### src/rtl/dma_pkg.sv
// Shared encodings, region map and FSM states for the DMA transfer sequencer.
// Region/opcode checking in the sequencer is enabled by DMA_SEQ_ERRCHK_EN.
package dma_pkg;

  localparam int INSTR_W = 26;
  localparam int OP_HI   = 25;
  localparam int OP_LO   = 24;
  localparam int DIR_HI  = 23;
  localparam int DIR_LO  = 22;
  localparam int SRC_HI  = 21;
  localparam int SRC_LO  = 14;
  localparam int DST_HI  = 13;
  localparam int DST_LO  = 6;
  localparam int CNT_HI  = 5;
  localparam int CNT_LO  = 0;

  localparam int MEM_LO = 0;
  localparam int MEM_HI = 191;
  localparam int IO1_LO = 192;
  localparam int IO1_HI = 223;
  localparam int IO2_LO = 224;
  localparam int IO2_HI = 255;

  typedef enum logic [1:0] {
    OP_INC     = 2'b00,
    OP_DST_FIX = 2'b01,
    OP_SRC_FIX = 2'b10,
    OP_ILL     = 2'b11
  } op_e;

  typedef enum logic [1:0] {
    DIR_ILL0    = 2'b00,
    DIR_SRC_MEM = 2'b01,
    DIR_DST_MEM = 2'b10,
    DIR_ILL3    = 2'b11
  } dir_e;

  typedef enum logic [1:0] {
    RG_MEM,
    RG_IO1,
    RG_IO2
  } region_e;

  typedef enum logic [2:0] {
    S_IDLE,
    S_REQ,
    S_RD,
    S_WR,
    S_DONE,
    S_ERR
  } state_e;

  // Offset of the last address inside a region.
  function automatic int region_span(region_e r);
    case (r)
      RG_IO1:  return IO1_HI - IO1_LO;
      RG_IO2:  return IO2_HI - IO2_LO;
      default: return MEM_HI - MEM_LO;
    endcase
  endfunction

endpackage

### src/rtl/dma_region_decode.sv
// Combinational address decoder: region select plus offset into that region.
// Used for both source and destination address paths of the sequencer.
module dma_region_decode
  import dma_pkg::*;
#(
  parameter int ADDR_W = 8
)(
  input  logic [ADDR_W-1:0] addr,
  output region_e           region,
  output logic [ADDR_W-1:0] offset
);

  always_comb begin
    region = RG_MEM;
    offset = addr;
    unique case (1'b1)
      (addr <= ADDR_W'(MEM_HI)): begin
        region = RG_MEM;
        offset = addr - ADDR_W'(MEM_LO);
      end
      (addr >= ADDR_W'(IO1_LO) && addr <= ADDR_W'(IO1_HI)): begin
        region = RG_IO1;
        offset = addr - ADDR_W'(IO1_LO);
      end
      (addr >= ADDR_W'(IO2_LO)): begin
        region = RG_IO2;
        offset = addr - ADDR_W'(IO2_LO);
      end
    endcase
  end

endmodule

### src/rtl/dma_xfer_sequencer.sv
// DMA transfer sequencer: instruction handshake, bus request, read/write beats.
// Define DMA_SEQ_ERRCHK_EN to enable opcode/direction/region-crossing checks.
module dma_xfer_sequencer
  import dma_pkg::*;
#(
  parameter int ADDR_W = 8,
  parameter int DATA_W = 32,
  parameter int CNT_W  = 6
)(
  input  logic               clock,
  input  logic               reset_n,
  input  logic               instr_valid,
  input  logic [INSTR_W-1:0] instr,
  output logic               instr_ready,
  output logic               busybus,
  input  logic               grant,
  output logic [ADDR_W-1:0]  bus_addr,
  input  logic [DATA_W-1:0]  rd_data,
  output logic [DATA_W-1:0]  wr_data,
  output logic               mem_we,
  output logic               io1_we,
  output logic               io2_we,
  output logic [CNT_W-1:0]   remaining,
  output logic               done,
  output logic               err
);

  state_e            state, nxt;
  op_e               op_q, in_op;
  dir_e              in_dir;
  region_e           src_reg, dst_reg;
  logic [ADDR_W-1:0] cur_src, cur_dst;
  logic [ADDR_W-1:0] src_a, dst_a;
  logic [ADDR_W-1:0] src_off, dst_off;
  logic [CNT_W-1:0]  in_cnt;
  logic              accept, src_inc, dst_inc;
  logic              last, bad_instr, step_err;

  assign in_op   = op_e'(instr[OP_HI:OP_LO]);
  assign in_dir  = dir_e'(instr[DIR_HI:DIR_LO]);
  assign in_cnt  = CNT_W'(instr[CNT_HI:CNT_LO]);
  assign accept  = instr_valid && instr_ready;
  assign src_inc = (op_q != OP_SRC_FIX);
  assign dst_inc = (op_q != OP_DST_FIX);
  assign last    = (remaining == CNT_W'(1));

  // In IDLE the decoders look at the offered instruction for the accept check.
  assign src_a = (state == S_IDLE) ?
                 ADDR_W'(instr[SRC_HI:SRC_LO]) : cur_src;
  assign dst_a = (state == S_IDLE) ?
                 ADDR_W'(instr[DST_HI:DST_LO]) : cur_dst;

  dma_region_decode #(.ADDR_W(ADDR_W)) u_src_dec (
    .addr   (src_a),
    .region (src_reg),
    .offset (src_off)
  );

  dma_region_decode #(.ADDR_W(ADDR_W)) u_dst_dec (
    .addr   (dst_a),
    .region (dst_reg),
    .offset (dst_off)
  );

`ifdef DMA_SEQ_ERRCHK_EN
  assign bad_instr = (in_op == OP_ILL) ||
    !((in_dir == DIR_SRC_MEM && src_reg == RG_MEM) ||
      (in_dir == DIR_DST_MEM && dst_reg == RG_MEM));
  // Next step would leave the current region on an incrementing side.
  assign step_err =
    (src_inc && src_off == ADDR_W'(region_span(src_reg))) ||
    (dst_inc && dst_off == ADDR_W'(region_span(dst_reg)));
`else
  logic unused_chk;
  assign bad_instr  = 1'b0;
  assign step_err   = 1'b0;
  assign unused_chk = ^{in_dir, src_reg, src_off, dst_off};
`endif

  always_ff @(posedge clock or negedge reset_n) begin
    if (!reset_n) begin
      state <= S_IDLE;
    end else begin
      state <= nxt;
    end
  end

  always_comb begin
    nxt         = state;
    instr_ready = 1'b0;
    busybus     = 1'b0;
    bus_addr    = '0;
    mem_we      = 1'b0;
    io1_we      = 1'b0;
    io2_we      = 1'b0;
    done        = 1'b0;
    err         = 1'b0;
    unique case (state)
      S_IDLE: begin
        instr_ready = 1'b1;
        if (instr_valid) begin
          if (bad_instr)            nxt = S_ERR;
          else if (in_cnt == '0)    nxt = S_DONE;
          else                      nxt = S_REQ;
        end
      end
      S_REQ: begin
        busybus = 1'b1;
        if (grant) nxt = S_RD;
      end
      S_RD: begin
        busybus  = 1'b1;
        bus_addr = cur_src;
        nxt      = grant ? S_WR : S_REQ;
      end
      S_WR: begin
        busybus  = 1'b1;
        bus_addr = cur_dst;
        unique case (dst_reg)
          RG_IO1:  io1_we = 1'b1;
          RG_IO2:  io2_we = 1'b1;
          default: mem_we = 1'b1;
        endcase
        if (last)          nxt = S_DONE;
        else if (step_err) nxt = S_ERR;
        else if (!grant)   nxt = S_REQ;
        else               nxt = S_RD;
      end
      S_DONE: begin
        done = 1'b1;
        nxt  = S_IDLE;
      end
      S_ERR: begin
        err = 1'b1;
        nxt = S_IDLE;
      end
      default: nxt = S_IDLE;
    endcase
  end

  always_ff @(posedge clock or negedge reset_n) begin
    if (!reset_n) begin
      op_q      <= OP_INC;
      cur_src   <= '0;
      cur_dst   <= '0;
      remaining <= '0;
      wr_data   <= '0;
    end else begin
      if (accept) begin
        op_q      <= (in_op == OP_ILL) ? OP_INC : in_op;
        cur_src   <= ADDR_W'(instr[SRC_HI:SRC_LO]);
        cur_dst   <= ADDR_W'(instr[DST_HI:DST_LO]);
        remaining <= in_cnt;
      end
      if (state == S_RD && grant) begin
        wr_data <= rd_data;
      end
      if (state == S_WR) begin
        remaining <= remaining - CNT_W'(1);
        if (src_inc) cur_src <= cur_src + ADDR_W'(1);
        if (dst_inc) cur_dst <= cur_dst + ADDR_W'(1);
      end
    end
  end

endmodule

### config.mk
export PLATFORM = sky130hd
export DESIGN_NAME = dma_xfer_sequencer
export DESIGN_NICKNAME = d
export VERILOG_FILES = /design/src/rtl/dma_pkg.sv /design/src/rtl/dma_region_decode.sv /design/src/rtl/dma_xfer_sequencer.sv
export SDC_FILE = /design/constraint.sdc
export NUM_CORES = 1
export LEC_CHECK = 0
export CAP_MARGIN = 20
export CORE_ASPECT_RATIO = 1.1
export CORE_MARGIN = 2
export CORE_UTILIZATION = 30
export DETAILED_ROUTE_END_ITERATION = 7
export PLACE_DENSITY = 0.68
export SYNTH_ARGS = -nofsm -noshare
export SYNTH_HDL_FRONTEND = slang
export SYNTH_SLANG_ARGS = --single-unit
### constraint.sdc
create_clock -name clock -period 2.47 [get_ports clock]
set_clock_uncertainty 0.2 [all_clocks]
set_input_delay 0.494 -clock clock [delete_from_list [all_inputs] [get_ports clock]]
set_output_delay 0.494 -clock clock [all_outputs]
set_load 0.01 [all_outputs]
==> results of run 1 <==
[cell type report]
class / count / area, um^2 / area share (%)
Inverter: 10 / 37.5 / 0.814
Tap cell: 120 / 150 / 3.25
Timing Repair Buffer: 129 / 1270 / 27.5
Clock inverter: 5 / 30.0 / 0.651
Multi-Input combinational cell: 195 / 1510 / 32.8
Sequential cell: 59 / 1480 / 32.0
Clock buffer: 10 / 138 / 2.98
[Yosys cell counts (3+ instances only)]
cell,instances
buf_2,4
mux2_2,32
a31oi_1,3
ha_1,6
o221a_2,4
buf_6,4
o21ai_0,4
buf_4,4
dfrtp_1,59
nand3_1,14
nor3_1,4
a211oi_2,3
nand3b_1,4
a221o_1,3
o211ai_1,3
inv_1,10
mux2i_1,8
nand2_1,19
o22ai_1,3
nor2_1,23
and2_1,7
nand2b_1,5
a21oi_1,12
nand4_1,3
and3_1,5
[flip-flops by register name, indices dropped and copies added (netlist names)]
register   flops
state          3
remaining      6
cur_src        8
cur_dst        8
wr_data       32
op_q           2
[through the flow]
step / hold WS (ps) / power [mW] / std cells / instance area [um^2] / TNS (ps)
floorplan: -1.59 / 3.22 / 277 / 3060 / 0
global placement: 168 / 4.44 / 512 / 4360 / -1150
detailed placement: 174 / 4.53 / 512 / 4360 / -1200
CTS: 288 / 5.31 / 528 / 4550 / -197
global route: 322 / 5.75 / 528 / 4610 / -168
finish: 287 / 5.32 / 528 / 4610 / 0
[worst min-delay path: stages (launching register included)]
cell	delay, ps
dfrtp_1	360
nand2_1	50
nand2_1	50
[kinds of logic after synthesis]
kind of cell,after synthesis,share of synthesized area [%]
multiplexers,41,14.7
AO/OA/AOI/OAI,51,12.4
buffers and inverters,23,4.45
AND/OR/NAND/NOR,97,17.8
adder cells (fa/ha/maj),6,2.45
flip-flops,59,48.2
[placed cells by master (no fill, tap or decap), types with 3 or more instances in the layout]
cell type	netlist	final
buf_2	4	3
o22ai_1	3	3
o221a_2	4	4
clkinv_2	0	3
mux2i_1	8	8
ha_1	6	4
nand4_1	3	3
dlymetal6s2s_1	0	5
and2_1	7	6
nand3_1	14	14
a31oi_1	3	3
o211ai_1	3	3
mux2_2	32	32
and3_1	5	5
clkbuf_8	0	10
clkdlybuf4s50_1	0	97
nand3b_1	4	4
o21ai_0	4	3
buf_4	4	14
nor3_1	4	3
a221o_1	3	3
a21oi_1	12	12
dfrtp_1	59	58
dlygate4sd2_1	0	6
a211oi_2	3	3
nand2b_1	5	4
nand2_1	19	19
nor2_1	23	22
inv_1	10	9
[metal layers]
| layer | GRT usage (%) | up-vias | wire, um | share of wire, % |
|---|---|---|---|---|
| li1 | - | 1265 | - | - |
| met1 | 17.6 | 1232 | 3360 | 43 |
| met2 | 25.2 | 103 | 3920 | 50 |
| met3 | 2.65 | 8 | 504 | 6.4 |
| met4 | 5.38 | 0 | 84 | 1.1 |
| met5 | 0 | - | 0 | 0 |
[power breakdown]
part / switching (mW) / leakage [nW] / internal, mW / total [mW]
clock network: 0.370 / 0.0839 / 0.380 / 0.750
registers: 0.358 / 0.689 / 1.43 / 1.79
logic: 1.22 / 1.23 / 1.56 / 2.78
total: 1.94 / 2.00 / 3.37 / 5.32
[how the worst min path moves through the flow]
stage	startpoint	to	slack [ps]	cells after the start
6_report	op_q[1]	op_q[1]	290	2
5_1_grt	wr_data[12]	wr_data[12]	320	1
4_1_cts	op_q[1]	op_q[1]	290	2
3_5_place_dp	reset_n	wr_data[27]	170	1
3_3_place_gp	reset_n	wr_data[27]	170	1
2_1_floorplan	reset_n	cur_dst[0]	-2	0
[timing repair]
| action | in CTS | in global routing |
|---|---|---|
| setup endpoints to repair | 13 | 10 |
| endpoints found under the hold margin | 9 | 0 |
| buffers inserted | 0 | 0 |
| resized for setup | 25 | 18 |
| pin swaps | 4 | 5 |
| hold buffers | 1 | 0 |
==> run_results.csv, run 1 <==
group,metric,value,unit
run_status,status,"completed",
floorplanning,io_pins,115,
final_layout,diodes,0,
detailed_routing,viasPerCell,4.94,
timing,timing.final.ws_setup,28.5,ps
timing,slew_headroom,72.7,%
setup_path,cp.buffers_inverters,2,
setup_path,crit_arrival,1750,ps
timing,hold_viol_final,0,
clocking,root_buffer,"clkbuf_8",
floorplanning,fp.dieH,110,um
placed_design,gp_congestion,0.858,
grt,grt_max_degree,33,
timing,fin_crit_sh,98.8,%
grt,grt-ovfl-total,0,
setup_path,r2r_cells,6,
final_layout,fin_util,46.6,%
setup_path,r2r-start,"state[1]",
clocking,cts_tree,"done",
timing,max_freq,410,MHz
clocking,cts_buffers,9,
detailed_routing,wl_per_cell,14.9,um
final_layout,fillCellCount,939,
detailed_routing,drc_errors,0,
final_layout,drive_above_1_share,21.8,%
setup_path,path_class,"reg2out",
yosys,synth_top_area_share,48.2,%
yosys,synth_cell_types,52,
yosys,synth_seq_cells,59,
yosys,syn_nets,345,
yosys,synth_area_leaders,"dfrtp_1 48%, mux2_2 12%, nor2_1 2.8%, mux2i_1 2.6%, ha_1 2.4%",
power,p_per_area,1150,nW/um^2
detailed_routing,ant_nets,0,
floorplanning,initial_core_util,31.0,%
yosys,synthArstFlopShare,100,%
grt,antenna_found_initial,0,
setup_path,critPathMaxStageDelay,530,ps
clocking,cts_buffer_depth,2,
placed_design,hpwl,5.85,mm
placed_design,io_buffers,112,
grt,grt_pass1_vias,2640,
setup_path,r2r_setup_slack,400,ps
job,cap_viol_max_count,0,
timing,min_period,2440,ps
power,irDropWorstVdd,0.488,mV
detailed_routing,drt-pass1-iter-count,4,
yosys,ys.flop_type,"dfrtp_1",
detailed_routing,drt_iter0_markers,88,
setup_path,r2r_end,"cur_dst[4]",
setup_path,crit_path_end_kind,"output pin",
timing,setup_viol,0,
final_layout,syn2layout_area_growth,50.6,%
timing,rsz0062_at_grt,"true",
floorplanning,rows,38,
final_layout,fin_nets,472,
setup_path,critPathTopFamily,"buffers and inverters",
detailed_routing,routed_wl,7.87,mm
setup_path,cp-start-kind,"flop",
yosys,synth_edf_count,0,
floorplanning,coreArea,9890,um^2
timing,tightest_slew,405,ps
setup_path,worstPathRequired,1780,ps
power,power_leakage,2.00,nW
grt,grt_pass1_wl,12.5,mm
setup_path,crit_slowest_cell,"clkdlybuf4s50_1",
clocking,clock-sinks,59,
setup_path,cp.depth,4,
setup_path,path_max_fanout,12,
worst_hold_path,hold_class,"reg2reg",
timing,drv_slew,0,
yosys,yosys_warnings,0,
clocking,cts_max_level,3,
setup_path,critical_path.startpoint,"state[1]",
yosys,synth_top_area_cell,"dfrtp_1",
clocking,clock_latency,330,ps
placed_design,place_ws,-467,ps
setup_path,cp_cell_sequence,"buf_4, nor2_4, and2_1, clkdlybuf4s50_1",
yosys,syn_avg_cell_area,11.1,um^2
yosys,syn_area,3060,um^2
floorplanning,dieArea,11000,um^2
yosys,ys_seq_area_share,48.2,%
floorplanning,chipWidth,100,um
yosys,postSynthCellCount,277,
setup_path,worstSetupEndpoint,"done",
detailed_routing,vias,2608,
grt,grtUsageTotal,14.4,%
clocking,clk_pin_slew,70,ps
Note: power is estimated with default switching activity, not from simulation.
==> run 2, diff against run 1 <==
--- a/config.mk
+++ b/config.mk
@@ -5,7 +5,6 @@
 export SDC_FILE = /design/constraint.sdc
 export NUM_CORES = 1
 export LEC_CHECK = 0
-export CAP_MARGIN = 20
 export CORE_ASPECT_RATIO = 1.1
 export CORE_MARGIN = 2
 export CORE_UTILIZATION = 30
==> results of run 2 <==
Same layout as run 1: the final DEF is identical, and so are final timing and power.
==> run 3, diff against run 2 <==
--- a/config.mk
+++ b/config.mk
@@ -7,9 +7,9 @@
 export LEC_CHECK = 0
 export CORE_ASPECT_RATIO = 1.1
 export CORE_MARGIN = 2
-export CORE_UTILIZATION = 30
+export CORE_UTILIZATION = 44
 export DETAILED_ROUTE_END_ITERATION = 7
-export PLACE_DENSITY = 0.68
+export PLACE_DENSITY = 0.9
 export SYNTH_ARGS = -nofsm -noshare
 export SYNTH_HDL_FRONTEND = slang
 export SYNTH_SLANG_ARGS = --single-unit
==> run 3 against run 2 <==
- critical path depth up 4
- register-to-register slack got worse by 60 ps
- highest routed layer unchanged
- design area up 1.0%
- largest power group unchanged
- largest cell class unchanged
- sequential cell count did not move
- final cell count down 6.6%
- the flow now finishes with violations (setup timing)
- critical path type unchanged
- first-iteration DRC count grew 39%
- wire length up 5.5%
- combinational power hardly changed
- clock power up 44%
- critical endpoint is now io2_we
==> run_results.csv, run 3 (synthesized netlist as in run 1, its figures left out) <==
group,metric,value,unit
run_status,status,"finished, violations left",
run_status,violations,"setup timing",
detailed_routing,wl_per_cell,16.8,um
clocking,cts_buffers,9,
worst_hold_path,min_to,"wr_data[6]",
timing,fin_crit_sh,102,%
setup_path,crit_arrival,1820,ps
floorplanning,initial_core_util,45.9,%
worst_hold_path,hold_class,"reg2reg",
clocking,cts_max_level,3,
detailed_routing,routed_wl,8.30,mm
setup_path,crit_path_end_kind,"output pin",
setup_path,cp.depth,8,
floorplanning,chipWidth,83.6,um
detailed_routing,drc_errors,0,
setup_path,crit_slowest_cell,"dfrtp_1",
detailed_routing,viasPerCell,5.47,
floorplanning,fp.dieH,91.5,um
timing,tightest_slew,441,ps
timing,min_period,2520,ps
timing,rsz0062_at_grt,"true",
detailed_routing,drt_iter0_markers,122,
timing,max_freq,397,MHz
clocking,clock-sinks,59,
timing,timing.final.ws_setup,-47.9,ps
final_layout,fin_nets,474,
clocking,clock_latency,340,ps
final_layout,seqCellArea,1480,um^2
timing,hold_viol_final,0,
job,cap_viol_max_count,0,
timing,fin_tns_setup,-94.9,ps
worst_hold_path,min_from,"wr_data[6]",
detailed_routing,drt-pass1-iter-count,4,
power,p_per_area,1220,nW/um^2
setup_path,critPathMaxStageDelay,390,ps
setup_path,r2r_end,"cur_dst[4]",
clocking,clk_pin_slew,70,ps
final_layout,top_regs,"wr_data x32, cur_dst x8, cur_src x8",
final_layout,most-common-layout-cells,"97 x clkdlybuf4s50_1, 59 x dfrtp_1, 32 x mux2_2, 21 x nor2_1, 19 x nand2_1",
final_layout,multi_input_area,1500,um^2
final_layout,final_common_cell,"clkdlybuf4s50_1",
final_layout,stdcell_count,493,
clocking,root_buffer,"clkbuf_8",
grt,antenna_found_initial,0,
setup_path,r2r-start,"state[0]",
floorplanning,rows,31,
final_layout,drive_above_1_share,21.9,%
setup_path,cp_cell_sequence,"nor3_2, buf_4, nand4b_1, o31ai_4, inv_1, ha_2, and2_4, buf_6",
floorplanning,coreArea,6670,um^2
setup_path,r2r_cells,6,
setup_path,cp-start-kind,"flop",
setup_path,r2r_setup_slack,340,ps
detailed_routing,ant_nets,0,
final_layout,fillCellCount,474,
power,irDropWorstVdd,0.734,mV
clocking,cts_tree,"done",
grt,grt_pass1_vias,2764,
grt,grt_max_degree,33,
final_layout,regMostFlops,"wr_data",
timing,setup_viol,2,
floorplanning,io_pins,115,
placed_design,io_buffers,112,
setup_path,path_class,"reg2out",
setup_path,cp.buffers_inverters,3,
timing,drv_slew,0,
final_layout,largest_reg_flops,32,
clocking,cts_buffer_depth,2,
placed_design,gp_congestion,0.891,
floorplanning,dieArea,7650,um^2
timing,slew_headroom,70.6,%
setup_path,path_max_fanout,4,
placed_design,dpl.cell_count,473,
placed_design,hpwl,6.10,mm
final_layout,syn2layout_area_growth,52.1,%
grt,grt_pass1_wl,13.8,mm
setup_path,worstPathRequired,1780,ps
power,power_leakage,2.08,nW
worst_hold_path,worstHoldPathCells,1,
detailed_routing,vias,2698,
setup_path,critPathTopFamily,"simple AND/OR/NAND/NOR gates",
grt,grtUsageTotal,22.8,%
grt,grt-ovfl-total,0,
final_layout,diodes,0,
run 3: cell count changes in the layout (fill, tap and decap cells not counted), sizes merged:
cell	change
dlygate4sd2	-4
buf	+3
bufinv	+3
dlymetal6s2s	+3
clkinvlp	-2
clkbuf	+1
clkinv	-1
run 3: what timing repair did:
item                                    in CTS  in global routing
cloned                                       0                  0
hold buffers                                 1                  0
endpoints found under the hold margin       16                  0
pin swaps                                    3                  3
endpoints found under the setup margin      13                 12
buffers inserted                             3                  0
gates resized for setup                     25                 14
run 3: worst register-to-register path, delay by kind of cell, from the launching register on:
| kind | cells | cell delay, ps |
|---|---|---|
| AO/OA/AOI/OAI | 1 | 290 |
| AND/OR/NAND/NOR | 3 | 710 |
| flip-flops | 1 | 410 |
| buffers and inverters | 2 | 420 |
run 3: metrics by stage:
| step | hold WS (ps) | area [um^2] | power [mW] | setup slack (ps) | util (%) |
|---|---|---|---|---|---|
| after global routing | 325 | 4660 | 6.05 | -155 | 69.8 |
| after floorplan | -1.59 | 3060 | 3.22 | 27.9 | - |
| after detailed placement | 257 | 4320 | 4.52 | -433 | 64.8 |
| after global placement | 250 | 4320 | 4.40 | -383 | 64.8 |
| final | 292 | 4660 | 5.69 | -47.9 | 69.8 |
| after CTS | 295 | 4610 | 5.67 | -60.0 | 69.1 |
run 3: layout make-up:
type / count / share of cell area (%)
tap: 82 / 2.20
clock inverter: 5 / 2.15
clock buffer: 11 / 3.03
inverter: 10 / 0.806
sequential: 59 / 31.7
timing repair buffer: 131 / 28.0
multi-input combinational: 195 / 32.1
run 3: worst max-delay path by stage:
| stage | slack (ps) | to | startpoint |
|---|---|---|---|
| after floorplan | 30 | mem_we | state[1] |
| after global placement | -380 | mem_we | instr[13] |
| after detailed placement | -430 | mem_we | instr[13] |
| after CTS | -60 | mem_we | state[0] |
| after global routing | -150 | mem_we | state[2] |
| final | -50 | io2_we | state[2] |
run 3: where the power goes:
group | total [mW] | internal, mW | switching, mW
Clock | 1.08 | 0.695 | 0.387
Sequential | 1.81 | 1.43 | 0.380
Combinational | 2.80 | 1.56 | 1.24
run 3: per-layer routing:
metal | vias to the layer above | share of wire (%) | track usage [%]
met1 | 1287 | 44 | 29.3
met5 | - | 0 | 0
li1 | 1274 | - | -
met3 | 13 | 6.7 | 4.91
met4 | 0 | 1.9 | 10.2
met2 | 124 | 47 | 36.9
